File: config.mk
export PLATFORM = sky130hd
export DESIGN_NAME = tw_core
export DESIGN_NICKNAME = d
export VERILOG_FILES = /design/src/rtl/tw_core.sv
export SDC_FILE = /design/constraint.sdc
export NUM_CORES = 1
export LEC_CHECK = 0
export BUFFER_PORTS_ARGS = -buffer_cell sky130_fd_sc_hd__buf_4
export CAP_MARGIN = 5
export CORE_MARGIN = 2
export CORE_UTILIZATION = 50
export CTS_CLUSTER_DIAMETER = 30
export DETAILED_ROUTE_END_ITERATION = 8
export PLACE_DENSITY = 0.69
export SLEW_MARGIN = 20
export SYNTH_ARGS = -nofsm -noshare
export SYNTH_HDL_FRONTEND = slang
export SYNTH_SLANG_ARGS = --single-unit
File: constraint.sdc
create_clock -name clock -period 4.5 [get_ports clock]
set_input_delay 0.675 -clock clock [delete_from_list [all_inputs] [get_ports clock]]
set_output_delay 0.675 -clock clock [all_outputs]
set_load 0.005 [all_outputs]
File: src/rtl/tw_core.sv
// tw_core: parametrised TD4-style CPU with FETCH/EXEC sequencing over a req/ack
// instruction bus, a carry flag, an output register and a small return stack.
module tw_core #(
  parameter int DATA_W      = 4,
  parameter int ADDR_W      = 4,
  parameter int STACK_DEPTH = 4
) (
  input  logic              clock,
  input  logic              reset,
  output logic [ADDR_W-1:0] iaddr,
  output logic              ireq,
  input  logic              iack,
  input  logic [DATA_W+3:0] idata,
  input  logic [DATA_W-1:0] in_port,
  output logic [DATA_W-1:0] out_port,
  output logic              out_valid,
  output logic              halted,
  output logic              fault
);

  localparam int SP_W  = $clog2(STACK_DEPTH + 1);
  localparam int IDX_W = (STACK_DEPTH > 1) ? $clog2(STACK_DEPTH) : 1;

  localparam logic [3:0] OP_ADD_AI = 4'b0000;
  localparam logic [3:0] OP_MOV_AB = 4'b0001;
  localparam logic [3:0] OP_IN_A   = 4'b0010;
  localparam logic [3:0] OP_MOV_AI = 4'b0011;
  localparam logic [3:0] OP_MOV_BA = 4'b0100;
  localparam logic [3:0] OP_ADD_BI = 4'b0101;
  localparam logic [3:0] OP_IN_B   = 4'b0110;
  localparam logic [3:0] OP_MOV_BI = 4'b0111;
  localparam logic [3:0] OP_CALL   = 4'b1000;
  localparam logic [3:0] OP_OUT_B  = 4'b1001;
  localparam logic [3:0] OP_RET    = 4'b1010;
  localparam logic [3:0] OP_OUT_I  = 4'b1011;
  localparam logic [3:0] OP_ADD_AB = 4'b1100;
  localparam logic [3:0] OP_HALT   = 4'b1101;
  localparam logic [3:0] OP_JNC    = 4'b1110;
  localparam logic [3:0] OP_JMP    = 4'b1111;

  typedef enum logic [1:0] {FETCH, EXEC, HALT} state_t;

  state_t            state;
  logic [ADDR_W-1:0] pc;
  logic [DATA_W-1:0] a;
  logic [DATA_W-1:0] b;
  logic              c;
  logic [SP_W-1:0]   sp;
  logic [DATA_W+3:0] ir;
  logic [ADDR_W-1:0] stack [STACK_DEPTH];

  logic [3:0]        op;
  logic [DATA_W-1:0] imm;
  logic [ADDR_W-1:0] pc_inc;
  logic [ADDR_W-1:0] imm_addr;
  logic [IDX_W-1:0]  push_idx;
  logic [IDX_W-1:0]  pop_idx;
  logic              can_push;
  logic              can_pop;
  logic [DATA_W:0]   sum_ai;
  logic [DATA_W:0]   sum_bi;
  logic [DATA_W:0]   sum_ab;

  function automatic logic [DATA_W:0] add_carry(input logic [DATA_W-1:0] x,
                                                input logic [DATA_W-1:0] y);
    return {1'b0, x} + {1'b0, y};
  endfunction

  function automatic logic [ADDR_W-1:0] to_addr(input logic [DATA_W-1:0] v);
    return ADDR_W'(v);
  endfunction

  assign op       = ir[DATA_W+3:DATA_W];
  assign imm      = ir[DATA_W-1:0];
  assign pc_inc   = pc + ADDR_W'(1);
  assign imm_addr = to_addr(imm);
  assign can_push = (sp < SP_W'(STACK_DEPTH));
  assign can_pop  = (sp != '0);
  // sp never exceeds STACK_DEPTH, so its low bits address the stack directly
  assign push_idx = sp[IDX_W-1:0];
  assign pop_idx  = sp[IDX_W-1:0] - IDX_W'(1);
  assign sum_ai   = add_carry(a, imm);
  assign sum_bi   = add_carry(b, imm);
  assign sum_ab   = add_carry(a, b);

  assign ireq  = (state == FETCH);
  assign iaddr = pc;

  always_ff @(posedge clock) begin
    if (state == FETCH && iack) ir <= idata;
  end

  always_ff @(posedge clock) begin
    if (state == EXEC && op == OP_CALL && can_push) stack[push_idx] <= pc_inc;
  end

  always_ff @(posedge clock or negedge reset) begin
    if (!reset) begin
      state     <= FETCH;
      pc        <= '0;
      a         <= '0;
      b         <= '0;
      c         <= 1'b0;
      sp        <= '0;
      out_port  <= '0;
      out_valid <= 1'b0;
      halted    <= 1'b0;
      fault     <= 1'b0;
    end else begin
      out_valid <= 1'b0;
      case (state)
        FETCH: if (iack) state <= EXEC;
        EXEC: begin
          state <= FETCH;
          pc    <= pc_inc;
          case (op)
            OP_ADD_AI: {c, a} <= sum_ai;
            OP_MOV_AB: a <= b;
            OP_IN_A:   a <= in_port;
            OP_MOV_AI: a <= imm;
            OP_MOV_BA: b <= a;
            OP_ADD_BI: {c, b} <= sum_bi;
            OP_IN_B:   b <= in_port;
            OP_MOV_BI: b <= imm;
            OP_CALL: begin
              if (can_push) begin
                sp <= sp + SP_W'(1);
                pc <= imm_addr;
              end else begin
                pc     <= pc;
                fault  <= 1'b1;
                halted <= 1'b1;
                state  <= HALT;
              end
            end
            OP_OUT_B: begin
              out_port  <= b;
              out_valid <= 1'b1;
            end
            OP_RET: begin
              if (can_pop) begin
                sp <= sp - SP_W'(1);
                pc <= stack[pop_idx];
              end else begin
                pc     <= pc;
                fault  <= 1'b1;
                halted <= 1'b1;
                state  <= HALT;
              end
            end
            OP_OUT_I: begin
              out_port  <= imm;
              out_valid <= 1'b1;
            end
            OP_ADD_AB: {c, a} <= sum_ab;
            OP_HALT: begin
              pc     <= pc;
              halted <= 1'b1;
              state  <= HALT;
            end
            OP_JNC: if (!c) pc <= imm_addr;
            OP_JMP: pc <= imm_addr;
            default: ;
          endcase
        end
        default: ;
      endcase
    end
  end

endmodule

* Word level (Yosys, flattened, before mapping)
Memory sizes are Yosys's and may differ from the RTL's.
Index checks and enable logic that the tools add are counted.
** Cells by class
- Add/sub/neg operators :: 7
- Multiply operators :: 0
- Div/mod/pow operators :: 0
- $lt $le $gt $ge :: 1
- Equality and inequality tests :: 21
- Shifts and indexed selects :: 0
- Mux-type cells :: 24
- Bitwise gates (word level) :: 1
- Reductions and logical operators :: 23
** Operators by type and width (count)
- $pmux 4 s5 :: 2
- $eq 4x4->1 const B :: 8
- $eq 4x3->1 const B :: 4
- $pmux 4 s4 :: 1
- $reduce_and 4->1 :: 4
- $add 4x4->5 :: 3
- $mux 4 :: 3
- $reduce_and 2->1 :: 5
- $reduce_bool 3->1 :: 3
- $eq 4x2->1 const B :: 2
- $ne 2x2->1 const B :: 4
- $pmux 4 s2 :: 1
- $mux 1 :: 6
- $mux 2 :: 3
- $mux 3 :: 2
- $pmux 1 s3 :: 2
- $pmux 2 s3 :: 1
- $pmux 3 s2 :: 1
- $reduce_bool 2->1 :: 3
- $reduce_bool 5->1 :: 1
- $add 4x1->4 const B :: 1
- $eq 4x1->1 const B :: 1
- $logic_not 4->1 :: 1
- $pmux 2 s2 :: 1
- other kinds (12) :: 14
** Storage, ports and cells
- Register bits after elaboration :: 33
- Bits in latches :: 0
- Bits in writable memories :: 16
- ROM bits :: 0
- Input port bits :: 15
- Memories kept :: 1
** Memory list
- stack :: depth 4, bits a word 4, rd ports 1, clocked after memory_dff 0, write ports 1, line 50 : logic [ADDR_W-1:0] stack [STACK_DEPTH];

* Logic depth before layout (Yosys ltp)
Gate-level depths: netlist of run 1.
- Depth in word-level cells :: 5
- Mapped depth :: 8
- Mapped depth without buffers :: 8

* Least setup slack after synthesis of run 1
Ideal clock, no wire load.
- Kind :: register to register
- Start :: register ir[0]
- End :: register b[2]
- Library setup time :: 0.125 ns
- Data arrival time :: 1.819 ns
- Required time :: 4.375 ns
- Path slack :: 2.556 ns
- Cell stages (with the launch flop) :: 7
- Buffers on the path :: 0
- Period minus slack after synthesis :: 1.944 ns
- Cells stage by stage :: edfxtp_1 ha_1 inv_1 fa_1 xnor2_1 mux4_2 mux2_2
** Between the ends
- Longest elaborated chain between the ends :: 2
** RTL lines
- start: declaration :: line 49 : logic [DATA_W+3:0] ir;
- start signal: assignment :: line 90 : if (state == FETCH && iack) ir <= idata;
- $add 4x4->5 :: line 66 : return {1'b0, x} + {1'b0, y};
- $pmux 4 s4 :: line 116 : case (op)
- end signal: assignment :: line 122 : OP_ADD_BI: {c, b} <= sum_bi;
- end signal: assignment :: line 123 : OP_IN_B: b <= in_port;
- end signal: assignment :: line 124 : OP_MOV_BI: b <= imm;
- end: declaration :: line 46 : logic [DATA_W-1:0] b;
No other way between the ends.
A chain may end at the register's enable or synchronous reset.

* Worst setup path in the final report of run 1
- Start :: register ir[5]
- End :: register sp[2]
** Between the ends
- Longest elaborated chain between the ends :: 3
- Elaborated cells between the ends (all ways) :: 7
** RTL lines
- $eq 4x4->1 :: line 116
- $ne 2x2->1 (no source line) or $reduce_bool 2->1 (tied branches)
- $reduce_and 4->1 (no source line)
- end signal: assignment :: line 127 : sp <= sp + SP_W'(1);
- end signal: assignment :: line 142 : sp <= sp - SP_W'(1);
- end: declaration :: line 48 : logic [SP_W-1:0] sp;
Parallel ways exist; a longest one is shown, timed or not.

==> flow_summary_export.csv, run 1 <==
group,metric,value,unit
status,outcome,"finished clean",
die,core-area,5890,µm²
placed_design,pre_cts_ws,2.08,ns
routing,wirelength,6550,µm
die,dieArea,6690,µm²
cells_and_area,multi_input_area,1540,µm²
clock_tree,cts_resized,0,
clock_tree,cts_tree,"built",
routing,drc,0,
synth,synth-edff-count,24,
cells_and_area,fillers,528,
routing,drt-vias-per-instance,5.90,
timing,fmax,0.406,GHz
timing,min_period,2.47,ns
pwr,total_power,1.90,mW
clock_tree,clockBufferDepth,2,
clock_tree,clk_pin_slew,0.09,ns
grt,grt_pass1_vias,2104,
setup_path,setup.worst_path.start_class,"register",
die,die_w,81.8,µm
die,initial_core_util,51.4,%
setup_path,cp.required,4.70,ns
setup_path,endpoint_kind,"register",
timing,hold_ws,0.257,ns
routing,drtAntennaViolNets,0,
placed_design,portBuffers,26,
synth,syn-num-nets,312,
timing,max_slew_margin,28.4,%
clock_tree,root_buffer,"clkbuf_8",
timing,period_share,54.8,%
timing,fin_worst_skew,0.0109,ns
synth,ys_ff_latch,49,
die,num_rows,28,
timing,setup_ws,2.03,ns
placed_design,place_congestion,0.896,
cells_and_area,area_growth,9.76,%
cells_and_area,regArea,1350,µm²
synth,syn_area,3030,µm²
timing,report.final.slew_viol_count,0,
timing,finalSetupViolCount,0,
clock_tree,cts_buffers,5,
synth,ys_async_sr_fraction,51.0,%
routing,dr.first_iter.drc_count,243,
pwr,ir_worst_vdd,315,µV
clock_tree,cts_setup_buffers,0,
grt,grt_pass1_wl,10800,µm
grt,grt_usage,21.7,%
synth,syn_inst,276,
synth,yosys.area.top_type,"edfxtp_1",
cells_and_area,drive_gt1_share,15.4,%
synth,syn_avg_cell_area,11.0,µm²
routing,vias,2200,
synth,synthTopCellsByArea,"edfxtp_1 (24%), dfrtp_1 (21%), ha_1 (7.0%)",
clock_tree,cts_hold_buffers,0,
pwr,power_per_cell_area,573,nW/µm²
grt,antenna_found_initial,0,
min_path,min_path_type,"in2async",
synth,yosysSeqAreaShare,44.5,%
timing,hold_viol,0,
timing,setup_tns,0,ns
routing,wl_per_cell,17.6,µm
grt,grt_max_degree,31,
setup_path,r2r.worst_path.cells,6,
clock_tree,cts_sinks,49,
timing,worst_pin_slew,1.07,ns
synth,synth_ff_type,"dfrtp_1",
setup_path,critical_path_class,"reg2reg",
job,drv_cap,0,
grt,grt-ovfl-total,0,
timing,rsz0062_at_grt,"false",
clock_tree,clk_latency,0.31,ns
synth,synth_top_area_share,23.8,%
synth,ys_types,56,
clock_tree,htree_levels,2,
die,die_h,81.8,µm
pwr,leakagePower,1.39,nW
setup_path,critPathArrivalTime,2.66,ns
cells_and_area,num-nets-final,333,
setup_path,worst-path-max-fanout,30,
routing,drt_first_pass_iters,4,
synth,yosys_warnings,0,
cells_and_area,antenna_cells,0,
die,ios,27,
placed_design,dpl.hpwl,4800,µm
cell usage after synthesis, types with 3 or more instances:
cell type / count
nor2b_1: 5
nand3_1: 6
xor2_1: 5
fa_1: 4
dfrtp_1: 25
nor3_1: 3
nor2_1: 13
mux4_2: 4
mux4_1: 3
o211ai_1: 3
o21ai_0: 12
inv_1: 16
o22ai_1: 7
edfxtp_1: 24
o21bai_1: 3
buf_2: 5
nand2b_1: 5
mux2_2: 4
mux2i_1: 5
a21oi_1: 18
a21o_1: 5
and2_1: 7
ha_1: 17
a31oi_1: 4
o2bb2ai_1: 3
nand2_1: 22
buf_4: 4
xnor2_1: 7
report_power, final:
part           switching, mW  internal, mW  leakage [nW]
sequential             0.181         0.621         0.523
clock                  0.149         0.110        0.0374
combinational          0.414         0.429         0.831
total                  0.744          1.16          1.39
placed cells by master (no fill, tap or decap), drive strengths merged, types with 6 or more instances in the layout:
cell	count
nor2	14
mux4	7
nand3	6
a21oi	18
o21ai	14
ha	17
inv	17
xnor2	7
buf	26
edfxtp	24
dfrtp	25
o22ai	7
nand2	22
clkbuf	6
and2	7
final cells by class:
type                    instances  share of cell area, %
clock buffers                   6                   2.18
clock inverters                 2                  0.452
inverters                      17                   1.92
multi-input cells             198                   46.2
flip-flops and latches         49                   40.5
well taps                      75                   2.82
repair buffers                 26                   5.88
stage by stage:
| stage | cell area (µm²) | std cells | utilization (%) |
|---|---|---|---|
| final | 3320 | 373 | 56.4 |
| after global routing | 3320 | 373 | 56.4 |
| after CTS | 3320 | 373 | 56.4 |
| after detailed placement | 3230 | 365 | 55.0 |
| after global placement | 3230 | 365 | 55.0 |
| after floorplan | 3030 | 276 | - |
cell families (layout without fill, tap and decap cells):
logic type | Yosys count | after routing | share of synthesized area (%)
mux | 16 | 16 | 8.72
buf+inv | 29 | 51 | 4.80
flops | 49 | 49 | 44.5
xor+xnor | 12 | 12 | 3.47
compound gates | 77 | 77 | 16.7
fa+ha+maj | 21 | 21 | 9.67
simple gates | 72 | 72 | 12.1
final timing paths:
| check | startpoint | endpoint | slack (ns) |
|---|---|---|---|
| max | ir[5]$_DFFE_PP_ | sp[2]$_DFFE_PN0P_ | 2.03 |
| min | reset | c$_DFFE_PN0P_ | 0.26 |
| max reg2reg | ir[5]$_DFFE_PP_ | sp[2]$_DFFE_PN0P_ | 2.03 |
| min reg2reg | out_port[0]$_DFFE_PN0P_ | out_port[0]$_DFFE_PN0P_ | 0.48 |
| max in group asynchronous | reset | iaddr[0]$_DFFE_PN0P_ | 3.98 |
| min in group clock | out_port[0]$_DFFE_PN0P_ | out_port[0]$_DFFE_PN0P_ | 0.48 |
sequential cells by signal (all words and copies together) (netlist names):
name,flops
stack,16
ir,8
a,4
b,4
iaddr,4
out_port,4
sp,3
state,2
c,1
fault,1
halted,1
out_valid,1
routing by layer:
layer / up-vias / part of all wire, % / wire length [µm] / track usage (%)
li1: 1072 / - / - / -
met1: 1037 / 50 / 3300 / 33.9
met2: 83 / 42 / 2780 / 30.8
met3: 8 / 6.0 / 393 / 3.41
met4: 0 / 1.2 / 76 / 7.00
met5: - / 0 / 0 / 0
critical path, cell delays in order, from the launching register on:
cell	delay, ns
edfxtp_1	1.07
and4bb_2	0.44
inv_1	0.07
fa_1	0.37
xnor2_1	0.16
nand2_1	0.08
xnor2_1	0.15
Note: power is estimated with default switching activity, not from simulation.
==> run 2: changes to the inputs <==
- PLACE_DENSITY: 0.69 -> 0.71
- clock period: 4.5 -> 2 ns (I/O delays scaled with it)
==> flow_summary_export.csv, run 2 (synthesis gave the netlist of run 1 again) <==
group,metric,value,unit
timing,setup_tns,0,ns
placed_design,placedCellCount,388,
die,num_rows,28,
routing,drtAntennaViolNets,0,
routing,dr.first_iter.drc_count,253,
grt,antenna_found_initial,0,
clock_tree,clk_latency,0.31,ns
clock_tree,cts_sinks,49,
die,ios,27,
pwr,clkPwrFrac,13.7,%
routing,drc,0,
timing,period_share,96.0,%
pwr,ir_worst_vdd,573,µV
clock_tree,cts_buffers,5,
die,die_w,81.8,µm
cells_and_area,num-nets-final,357,
status,outcome,"finished clean",
routing,top_layer,"met4",
cells_and_area,largest_reg_flops,16,
grt,grt-ovfl-total,0,
die,core-area,5890,µm²
placed_design,pre_cts_ws,0.0618,ns
placed_design,portBuffers,26,
pwr,comb_power_share,48.8,%
cells_and_area,top_register,"stack",
clock_tree,cts_tree,"built",
routing,drt-vias-per-instance,6.01,
grt,grt_pass1_wl,11400,µm
cells_and_area,top_regs,"stack x16, ir x8",
placed_design,place_congestion,0.967,
clock_tree,clockBufferDepth,2,
timing,setup_ws,0.0796,ns
clock_tree,root_buffer,"clkbuf_8",
setup_path,regToRegStartpoint,"ir[0]$_DFFE_PP_",
die,die_h,81.8,µm
placed_design,postPlaceCellArea,3410,µm²
cells_and_area,final_area,3530,µm²
timing,hold_viol,0,
timing,worst_pin_slew,0.597,ns
die,initial_core_util,51.4,%
pwr,power.internal,2.76,mW
setup_path,endpoint_kind,"register",
timing,hold_ws,0.156,ns
cells_and_area,stdcell_count,397,
setup_path,critical_path_class,"reg2reg",
timing,max_slew_margin,59.9,%
setup_path,worst-path-max-fanout,2,
clock_tree,clk_pin_slew,0.09,ns
setup_path,critPathArrivalTime,2.12,ns
timing,finalSetupViolCount,0,
job,drv_cap,0,
pwr,power_frac_seq,37.5,%
timing,rsz0062_at_grt,"true",
routing,met3_length,445,µm
grt,grt_max_degree,26,
min_path,hold_path.startpoint,"idata[7]",
cells_and_area,antenna_cells,0,
pwr,leakagePower,1.51,nW
cells_and_area,final_cell_mix,"buf_4 (48), dfrtp_1 (25), edfxtp_1 (24)",
grt,grt_pass1_vias,2206,
cells_and_area,final_common_cell,"buf_4",
timing,fmax,0.521,GHz
timing,report.final.slew_viol_count,0,
routing,wl_per_cell,17.2,µm
pwr,power_per_cell_area,1270,nW/µm²
routing,dr_wl_met2,3110,µm
die,dieArea,6690,µm²
pwr,p_sw,1.73,mW
cells_and_area,drive_gt1_share,23.3,%
placed_design,dpl.hpwl,5100,µm
timing,fin_worst_skew,0.00971,ns
setup_path,cp.required,2.20,ns
timing,min_period,1.92,ns
cells_and_area,multi_input_area,1550,µm²
cells_and_area,area_growth,16.7,%
min_path,min_path_type,"in2reg",
routing,wl_met1,3160,µm
routing,vias,2384,
routing,drt_first_pass_iters,5,
grt,grt_usage,22.8,%
cells_and_area,regArea,1350,µm²
setup_path,setup.worst_path.start_class,"register",
routing,wirelength,6840,µm
clock_tree,cts_setup_buffers,0,
clock_tree,htree_levels,2,
cells_and_area,fillers,518,
setup_path,cp-startpoint,"ir[0]$_DFFE_PP_",
pwr,power_switching_share,38.5,%
## run 2: cell types whose count changed in the layout (fill, tap and decap cells not counted), sizes merged
cell	before	now
buf	26	49
clkbuf	6	5
clkinv	0	1
clkinvlp	2	1
dlygate4sd3	0	1
inv	17	18
## run 2: worst paths after layout
path	slack, ns	end	depth (start not counted)
worst max-delay path	0.08	b[2]$_DFFE_PN0P_	6
worst min-delay path	0.16	ir[7]$_DFFE_PP_	1
worst max register to register	0.08	b[2]$_DFFE_PN0P_	6
worst min register to register	0.49	out_port[1]$_DFFE_PN0P_	2
max in group asynchronous	1.31	b[2]$_DFFE_PN0P_	2
min in group asynchronous	0.43	a[3]$_DFFE_PN0P_	2
## run 2: power groups by stage
stage,clock network (mW),registers (mW),logic [mW]
2_1_floorplan,0,1.64,1.47
3_3_place_gp,0,1.68,2.10
3_5_place_dp,0,1.69,2.16
4_1_cts,0.631,1.68,2.17
5_1_grt,0.674,1.72,2.47
6_report,0.614,1.68,2.19
## run 2: routing by layer
layer,global-route usage [%],vias up
met4,6.33,0
li1,-,1125
met5,0,-
met3,4.40,12
met1,33.3,1144
met2,34.7,103
## run 2: area by class of cell
| class | count | area share (%) |
|---|---|---|
| inverter | 17 | 1.81 |
| timing repair buffer | 50 | 10.8 |
| sequential | 49 | 38.1 |
| clock inverter | 3 | 0.709 |
| multi-input combinational | 198 | 43.9 |
| tap | 75 | 2.66 |
| clock buffer | 5 | 1.95 |
## run 2: critical path: stages (launching register included)
cell and delay, ns:
edfxtp_1 0.38, ha_2 0.19, inv_1 0.05, fa_2 0.34, xnor2_1 0.13, mux4_2 0.44
mux2_2 0.27
## run 2: repair_timing
item,in CTS,in global routing
resized for setup,0,7
endpoints found under the setup margin,0,8
hold endpoints to repair,25,0
hold buffers,1,0
## run 2: stage by stage
step	total power [mW]	util (%)
2_1_floorplan	3.11	-
3_3_place_gp	3.78	57.9
3_5_place_dp	3.85	57.9
4_1_cts	4.48	59.7
5_1_grt	4.86	60.0
6_report	4.48	60.0
==> run 3: changes to the inputs <==
- CORE_UTILIZATION: 50 -> 45
- PLACE_DENSITY: 0.71 -> 0.63
==> flow_summary_export.csv, run 3 (synthesis gave the netlist of run 1 again) <==
group,metric,value,unit
min_path,hold_path.startpoint,"idata[4]",
setup_path,crit_chain,"buf_6 > ha_4 > inv_2 > fa_1 > o21bai_1 > a222oi_1 > nor3_1 > a21oi_1",
placed_design,place_congestion,0.872,
pwr,ir_worst_vdd,444,µV
timing,finalSetupViolCount,0,
timing,rsz0062_at_grt,"true",
routing,drt-vias-per-instance,5.79,
setup_path,r2r.worst_path.cells,8,
min_path,min_path_type,"in2reg",
pwr,power.internal,2.76,mW
clock_tree,cts_buffers,5,
status,outcome,"finished clean",
setup_path,ff2ff_setup_slack,0.04,ns
setup_path,endpoint_kind,"register",
timing,max_slew_margin,69.2,%
placed_design,portBuffers,26,
grt,grt-ovfl-total,0,
cells_and_area,final_cell_mix,"buf_4 (44), dfrtp_1 (25), edfxtp_1 (24)",
pwr,power_frac_seq,37.4,%
setup_path,setup.worst_path.start_class,"register",
timing,hold_ws,0.149,ns
cells_and_area,top_register,"stack",
grt,met3_usage,3.56,%
timing,worst_pin_slew,0.450,ns
setup_path,slowest_delay,0.42,ns
grt,grt_usage,20.2,%
setup_path,cp.required,2.25,ns
cells_and_area,area_growth,17.2,%
routing,drtAntennaViolNets,0,
min_path,worstHoldPathCells,1,
grt,use_met1,30.9,%
pwr,comb_power_share,48.5,%
setup_path,cp_top_family,"compound AO/OA/AOI/OAI gates",
pwr,power_switching_share,38.3,%
die,die_h,86.0,µm
die,num_rows,29,
grt,grt_max_degree,30,
clock_tree,clockBufferDepth,2,
timing,min_period,1.96,ns
timing,hold_viol,0,
clock_tree,htree_levels,2,
clock_tree,clk_pin_slew,0.10,ns
job,drv_cap,0,
die,ios,27,
routing,drt_first_pass_iters,5,
pwr,leakagePower,1.52,nW
setup_path,slowest_stage,"edfxtp_1",
timing,period_share,97.8,%
die,initial_core_util,47.1,%
setup_path,critical_path_class,"reg2reg",
setup_path,crit_buf_inv,2,
die,core-area,6420,µm²
setup_path,critPathArrivalTime,2.20,ns
clock_tree,cts_sinks,49,
grt,grt_busiest_layer,"met1",
cells_and_area,drive_gt1_share,22.5,%
routing,drc,0,
clock_tree,clk_latency,0.32,ns
timing,fin_worst_skew,0.00646,ns
cells_and_area,final_common_cell,"buf_4",
routing,wirelength,6670,µm
cells_and_area,antenna_cells,0,
setup_path,regToRegStartpoint,"ir[0]$_DFFE_PP_",
clock_tree,root_buffer,"clkbuf_8",
cells_and_area,num-nets-final,355,
pwr,clkPwrFrac,14.2,%
die,dieArea,7400,µm²
cells_and_area,utilization,55.3,%
pwr,p_sw,1.71,mW
routing,dr.first_iter.drc_count,259,
clock_tree,cts_tree,"built",
die,die_w,86.0,µm
cells_and_area,largest_reg_flops,16,
timing,fmax,0.511,GHz
placed_design,dpl.hpwl,4910,µm
grt,antenna_found_initial,0,
cells_and_area,top_regs,"stack x16, ir x8",
routing,vias,2297,
timing,report.final.slew_viol_count,0,
routing,wl_per_cell,16.8,µm
setup_path,timing.rr.end,"a[1]$_DFFE_PN0P_",
min_path,holdPathEnd,"ir[4]$_DFFE_PP_",
grt,grt_pass1_wl,11500,µm
pwr,power_per_cell_area,1260,nW/µm²
setup_path,worst-path-max-fanout,4,
grt,grt_pass1_vias,2243,
grt,grtUsageMet2,28.7,%
==> run 3: changes by cell type in the layout (fill, tap and decap cells not counted) <==
cell and change:
clkinv_4 -1, ha_2 -2, inv_6 +1, ha_1 +1
buf_12 +2, fa_2 -1, inv_1 -1, ha_4 +1
inv_2 +1, buf_4 -4, fa_1 +1
==> run 3: power by group through the flow <==
| stage | logic [mW] | registers, mW | clock network (mW) |
|---|---|---|---|
| 2_1_floorplan | 1.47 | 1.64 | 0 |
| 3_3_place_gp | 2.12 | 1.68 | 0 |
| 3_5_place_dp | 2.14 | 1.68 | 0 |
| 4_1_cts | 2.15 | 1.66 | 0.642 |
| 5_1_grt | 2.46 | 1.72 | 0.691 |
| 6_report | 2.17 | 1.67 | 0.633 |
==> run 3: how the worst max path moves through the flow <==
stage / from / end / slack, ns / cells past startpoint
floorplan: ir[0]$_DFFE_PP_ / b[2]$_DFFE_PN0P_ / 0.06 / 6
global placement: b[0]$_DFFE_PN0P_ / b[2]$_DFFE_PN0P_ / 0.11 / 6
detailed placement: ir[0]$_DFFE_PP_ / a[1]$_DFFE_PN0P_ / 0.07 / 8
CTS: ir[0]$_DFFE_PP_ / a[1]$_DFFE_PN0P_ / 0.05 / 8
global route: ir[0]$_DFFE_PP_ / a[1]$_DFFE_PN0P_ / -0.07 / 8
finish: ir[0]$_DFFE_PP_ / a[1]$_DFFE_PN0P_ / 0.04 / 8
==> run 3: final cells by class <==
cell class,count,area [µm²]
fillers,549,2870
multi-input cells,198,1560
flip-flops and latches,49,1350
repair buffers,48,392
well taps,77,96.3
clock buffers,5,68.8
inverters,17,63.8
clock inverters,3,25.0
==> run 3: metrics by stage <==
stage          cells  area, µm²  power [mW]  setup WS (ns)  setup TNS [ns]
3_5_place_dp     387       3410        3.82         0.0722               0
4_1_cts          396       3520        4.45         0.0508               0
5_1_grt          397       3550        4.87        -0.0661          -0.122
3_3_place_gp     387       3410        3.80          0.107               0
6_report         397       3550        4.47         0.0439               0
2_1_floorplan    276       3030        3.11         0.0562               0
==> run 3: layer usage <==
metal,wire (µm),part of all wire (%)
met5,0,0
met4,98,1.5
met3,434,6.5
met2,2880,43
met1,3250,49
==> run 3: repair_timing <==
| action | 4_1_cts | 5_1_grt |
|---|---|---|
| gates resized for setup | 0 | 7 |
| endpoints found under the setup margin | 0 | 16 |
| hold buffers | 1 | 0 |
| buffers inserted | 0 | 1 |
| endpoints found under the hold margin | 25 | 0 |
==> run 3: worst reg2reg max path, delay by kind of cell (launching register included) <==
kind | cells | cell delay (ns)
fa+ha+maj | 2 | 0.57
flops | 1 | 0.42
buf+inv | 2 | 0.20
compound gates | 3 | 0.59
simple gates | 1 | 0.10
